### config.mk
export PLATFORM = sky130hd
export DESIGN_NAME = conv_layer_sequencer
export DESIGN_NICKNAME = d
export VERILOG_FILES = /design/src/rtl/conv_cfg_pkg.sv /design/src/rtl/conv_layer_sequencer_raster.sv /design/src/rtl/conv_layer_sequencer.sv
export SDC_FILE = /design/constraint.sdc
export NUM_CORES = 1
export LEC_CHECK = 0
export ABC_AREA = 1
export ABC_CLOCK_PERIOD_IN_PS = 1300
export CORE_MARGIN = 4
export CORE_UTILIZATION = 40
export DETAILED_ROUTE_END_ITERATION = 8
export PLACE_DENSITY = 0.64
export RECOVER_POWER = 25
export SETUP_SLACK_MARGIN = 0.2
export SLEW_MARGIN = 20
export SYNTH_ARGS = -nofsm -noshare
export SYNTH_HDL_FRONTEND = slang
export SYNTH_SLANG_ARGS = --single-unit
export TNS_END_PERCENT = 20
### constraint.sdc
create_clock -name clk -period 1.3 [get_ports clk]
set_input_delay 0.26 -clock clk [delete_from_list [all_inputs] [get_ports clk]]
set_output_delay 0.26 -clock clk [all_outputs]
set_load 0.005 [all_outputs]
### src/rtl/conv_cfg_pkg.sv
// Shared configuration for the convolution datapath: sequencer states,
// default geometry and small elaboration-time helpers.
package conv_cfg_pkg;

   localparam int IMAGE_SIZE_DEF  = 36;
   localparam int KERNEL_SIZE_DEF = 5;

   typedef enum logic [2:0] {
      S_IDLE,
      S_CLEAR,
      S_STREAM,
      S_DRAIN,
      S_NEXT,
      S_DONE
   } seq_state_t;

   // Bits needed to index v distinct values; never less than 1 so ports stay legal.
   function automatic int clog2_min1(input int v);
      int r;
      r = 0;
      while ((1 << r) < v) r++;
      if (r < 1) r = 1;
      return r;
   endfunction

   function automatic int out_size_f(input int img, input int k);
      return img - k + 1;
   endfunction

endpackage

### src/rtl/conv_layer_sequencer_raster.sv
// Raster (row, column) position tracker for a pixel stream, with a flag
// that marks when the current pixel completes a kernel-sized window.
module raster_pos_counter
   import conv_cfg_pkg::*;
#(
   parameter int image_size  = IMAGE_SIZE_DEF,
   parameter int kernel_size = KERNEL_SIZE_DEF
) (
   input  logic i_clk,
   input  logic i_rst,
   input  logic i_clr,
   input  logic i_adv,
   output logic o_win_ok
);

   localparam int RCW = clog2_min1(image_size + 1);
   localparam logic [RCW-1:0] C_LAST = RCW'(image_size - 1);
   localparam logic [RCW-1:0] K_LAST = RCW'(kernel_size - 1);

   logic [RCW-1:0] r_row;
   logic [RCW-1:0] r_col;

   // Advance column per pixel, wrapping into the next row at the image edge.
   always_ff @(posedge i_clk) begin
      if (i_rst || i_clr) begin
         r_row <= '0;
         r_col <= '0;
      end else if (i_adv) begin
         if (r_col == C_LAST) begin
            r_col <= '0;
            r_row <= r_row + 1'b1;
         end else begin
            r_col <= r_col + 1'b1;
         end
      end
   end

   assign o_win_ok = i_adv && (r_row >= K_LAST) && (r_col >= K_LAST);

endmodule

### src/rtl/conv_layer_sequencer.sv
// Layer-level control for the line buffer + convolution datapath: streams the
// feature map, gates complete windows, steps weight sets and addresses results.
module conv_layer_sequencer
   import conv_cfg_pkg::*;
#(
   parameter int image_size  = IMAGE_SIZE_DEF,
   parameter int kernel_size = KERNEL_SIZE_DEF,
   parameter int num_out_ch  = 4,
   parameter int feat_aw     = 11,
   parameter int out_aw      = 12,
   localparam int WS_W       = clog2_min1(num_out_ch)
) (
   input  logic              clk,
   input  logic              rst,
   input  logic              start,
   input  logic              stall,
   output logic              feat_rd_en,
   output logic [feat_aw-1:0] feat_addr,
   output logic              pix_valid,
   output logic              win_valid,
   output logic              lb_clr,
   output logic [WS_W-1:0]   weight_sel,
   input  logic              conv_valid,
   output logic              out_wr_en,
   output logic [out_aw-1:0] out_addr,
   output logic              busy,
   output logic              done,
   output logic              err
);

   localparam int OUT_SIZE = out_size_f(image_size, kernel_size);
   localparam int OUT_PIX  = OUT_SIZE * OUT_SIZE;
   localparam int QW       = clog2_min1(OUT_PIX + 1);
   localparam logic [feat_aw-1:0] P_LAST    = feat_aw'(image_size * image_size - 1);
   localparam logic [QW-1:0]      Q_FULL    = QW'(OUT_PIX);
   localparam logic [WS_W-1:0]    WS_LAST   = WS_W'(num_out_ch - 1);
   localparam logic [out_aw-1:0]  OUT_PIX_A = out_aw'(OUT_PIX);

   seq_state_t        r_state;
   seq_state_t        w_state_nxt;
   logic [feat_aw-1:0] r_p;
   logic [QW-1:0]     r_q;
   logic [WS_W-1:0]   r_wsel;
   logic              r_err;
   logic              r_pix_valid;
   logic              r_win_valid;
   logic              w_rd;
   logic              w_clr;
   logic              w_accept;
   logic              w_conv_ok;
   logic              w_overflow;
   logic              w_win_ok;

   // State register.
   always_ff @(posedge clk) begin
      if (rst) r_state <= S_IDLE;
      else     r_state <= w_state_nxt;
   end

   // Next-state decode plus the read and clear strobes that depend only on state.
   always_comb begin
      w_state_nxt = r_state;
      w_rd        = 1'b0;
      w_clr       = 1'b0;
      case (r_state)
         S_IDLE:   if (start) w_state_nxt = S_CLEAR;
         S_CLEAR: begin
            w_clr       = 1'b1;
            w_state_nxt = S_STREAM;
         end
         S_STREAM: begin
            if (!stall) begin
               w_rd = 1'b1;
               if (r_p == P_LAST) w_state_nxt = S_DRAIN;
            end
         end
         S_DRAIN: begin
            if (r_q == Q_FULL) w_state_nxt = (r_wsel < WS_LAST) ? S_NEXT : S_DONE;
         end
         S_NEXT:   w_state_nxt = S_CLEAR;
         S_DONE:   w_state_nxt = S_IDLE;
         default:  w_state_nxt = S_IDLE;
      endcase
   end

   assign w_accept   = (r_state == S_IDLE) && start;
   assign w_conv_ok  = conv_valid && ((r_state == S_STREAM) || (r_state == S_DRAIN)) &&
                       (r_q != Q_FULL);
   assign w_overflow = conv_valid && !w_conv_ok;

   // Pixel/result counters, weight-set index and the sticky overflow flag.
   always_ff @(posedge clk) begin
      if (rst) begin
         r_p    <= '0;
         r_q    <= '0;
         r_wsel <= '0;
         r_err  <= 1'b0;
      end else begin
         if (w_accept)               r_wsel <= '0;
         else if (r_state == S_NEXT) r_wsel <= r_wsel + 1'b1;
         if (w_clr) begin
            r_p <= '0;
            r_q <= '0;
         end else begin
            if (w_rd)      r_p <= r_p + 1'b1;
            if (w_conv_ok) r_q <= r_q + 1'b1;
         end
         if (w_overflow)    r_err <= 1'b1;
         else if (w_accept) r_err <= 1'b0;
      end
   end

   // RAM read latency alignment and one-cycle window flag after the completing pixel.
   always_ff @(posedge clk) begin
      if (rst) begin
         r_pix_valid <= 1'b0;
         r_win_valid <= 1'b0;
      end else begin
         r_pix_valid <= w_rd;
         r_win_valid <= w_win_ok;
      end
   end

   raster_pos_counter #(
      .image_size  (image_size),
      .kernel_size (kernel_size)
   ) u_raster (
      .i_clk    (clk),
      .i_rst    (rst),
      .i_clr    (w_clr),
      .i_adv    (r_pix_valid),
      .o_win_ok (w_win_ok)
   );

   assign feat_rd_en = w_rd;
   assign feat_addr  = r_p;
   assign pix_valid  = r_pix_valid;
   assign win_valid  = r_win_valid;
   assign lb_clr     = w_clr;
   assign weight_sel = r_wsel;
   assign out_wr_en  = w_conv_ok;
   assign out_addr   = w_conv_ok ? (out_aw'(r_wsel) * OUT_PIX_A + out_aw'(r_q)) : '0;
   assign busy       = (r_state != S_IDLE);
   assign done       = (r_state == S_DONE);
   assign err        = r_err;

endmodule

==> flow_summary.ini <==
[floorplan]
die_area_um2 = 7468
dieWidth_um = 86.42
io_pins = 38
fp-row-count = 28
core_um2 = 5956
die_y_um = 86.42
initial_core_util_pct = 41.30

[global_routing]
gr-total-overflow = 0
grt_pass1_wl_mm = 11.20
grt_pass1_vias = 2503
grt_max_degree = 18
grt_antenna_before_repair = 0
grt_usage_pct = 18.53

[detailed_routing]
drc = 0
vias = 2605
wirelength_mm = 6.673
drt-initial-drc-count = 93
routedWlPerCell_um = 12.57
vias_per_cell = 4.906
dr.pass1.iters = 4
antenna_left = 0

[worst_setup_path]
critical_path_class = flop to output pin
crit_path_max_fanout = 5
crit_arrival_ns = 1.45
required_ns = 1.04
slowest_stage = dfxtp_1
cpPeakStageDelay_ns = 0.34
path_delay_family = buffers and inverters
cp-end-kind = output pin
start_kind = flop
crit_buf_inv = 3
crit_path_cell_trace = nor2_2 -> nand3_4 -> o21bai_4 -> buf_12 -> buf_12 -> nor2_2 -> buf_2

[logic_synthesis]
synth.distinct_cells = 32
synth_top_area_cell = dfxtp_1
ys_top_cells_by_area = dfxtp_1 34%, nand2_1 13%, nor2_1 8.5%
yosys.cell_count.top_type = nand2_1
syn_inst = 359
syn_area_per_cell_um2 = 6.852
synth_area_um2 = 2460
seq_area_frac_synth_pct = 34.18
synth_top_area_share_pct = 34.18
async_flop_share_pct = 0
ys.flop_type = dfxtp_1
synth_edf_count = 0
syn-num-nets = 373
ys_ff_latch = 42
ys_top_cells_by_count = 85 x nand2_1, 56 x nor2_1, 45 x inv_1, 42 x dfxtp_1, 20 x nand3_1
synth_warnings = 0

[pwr]
leakage_nw = 1.569
p_per_area_nw_per_um2 = 1127
total_power_mw = 4.128
peakVddDrop_uv = 605.2

[job]
maxCapViolCount = 0

[finish]
design_area_um2 = 3661
fillers = 567
layout.cells.non_filler = 531
nets = 469
layout-drive-gt1-share_pct = 40.57
utilization_pct = 61.47
n_antenna_cell = 0
area_delta_synth_final_pct = 48.83

[clock_network]
path_clk_slew_ns = 0.09
cts_hold_buf = 0
cts_tree = built
clock_path_buffers = 2
clkLatencyLatePin_ns = 0.30
cts_buffers = 5
h-tree-depth = 2
cts_num_sinks = 42
root_buffer = clkbuf_8

[sta]
period_share_pct = 131.4
rsz0062_at_grt = true
finalCriticalPeriod_ns = 1.708
worstMarginPinSlew_ns = 0.2734
tns_ns = -6.666
maxSlewViolCount = 0
setup_ws_ns = -0.4078
whs_ns = 0.4292
relSlewSlack_pct = 81.60
max_freq_ghz = 0.5856
setup_viol = 36
skew_ns = 0.007111
finalHoldViolCount = 0

[min_path]
min_path_type = primary input to flop

[run_status]
violations = setup timing
status = complete, but fails checks

[placed_design]
dp_slack_ns = -0.8397
place.detailed.hpwl_mm = 4.808
dp_cells = 512
placed_area_um2 = 3308
gp_congestion = 0.8155
io_buffers = 37
==> tightest hold or removal path, cell delays in order <==
cell,delay [ns]
dlygate4sd2_1,0.28
nand2_1,0.10
a21oi_2,0.05
==> kinds of logic after synthesis <==
| family | share of synthesized area, % |
|---|---|
| simple gates | 36.52 |
| buf+inv | 10.33 |
| compound gates | 10.83 |
| flops | 34.18 |
| xor+xnor | 3.560 |
| fa+ha+maj | 4.578 |
==> layer usage <==
metal	share of wire [%]	global-route usage, %
met4	1.6	5.807
met5	0	0
met1	44	22.62
met3	3.1	3.802
met2	51	32.55
==> path summary, 6_finish.rpt <==
check | slack, ns | cells past startpoint | startpoint | endpoint
hold / removal | 0.43 | 3 | conv_valid | err
hold reg to reg | 0.49 | 2 | err | err
setup / recovery | -0.41 | 7 | r_q[3] | out_addr[9]
setup reg to reg | -0.10 | 11 | r_q[3] | r_q[7]
==> registers in the layout (all words and copies together) (netlist names) <==
name	count
win_valid	1
r_state	3
pix_valid	1
feat_addr	11
u_raster.r_row	6
u_raster.r_col	6
err	1
r_q	11
weight_sel	2
==> cell type report <==
cell class	instances	area, um^2	area share [%]
clock buffer	6	82.58	2.256
inverter	51	196.4	5.366
multi-input combinational	258	1577	43.06
clock inverter	2	12.51	0.3418
timing repair buffer	97	820.8	22.42
tap	75	93.84	2.563
sequential	42	878.3	23.99
==> where the power goes <==
part	switching (mW)	leakage, nW	internal (mW)
clock network	0.491	0.0472	0.428
logic	0.919	1.17	0.854
registers	0.0673	0.350	1.37
total	1.48	1.57	2.65
==> what timing repair did <==
| action | 4_1_cts | 5_1_grt |
|---|---|---|
| setup buffers | 10 | 1 |
| gates resized for setup | 184 | 36 |
| endpoints found under the setup margin | 74 | 66 |
| pin swaps | 10 | 9 |
| hold endpoints to repair | 0 | 0 |
==> cells in the final DEF (no fill, tap or decap), types with 7 or more instances in the layout <==
cell type	Yosys	routed
a21oi_1	18	17
nor2_1	56	37
dfxtp_2	0	12
dfxtp_1	42	24
nand2_1	85	84
a21oi_2	8	9
nor2_2	5	15
nand4_1	9	9
nand3_4	1	7
o21ai_1	8	9
buf_6	2	22
inv_2	6	8
inv_1	45	41
buf_4	4	36
buf_2	2	26
nor2_4	3	12
nand3_1	20	19
No activity file was read; power rests on OpenSTA's default activity.
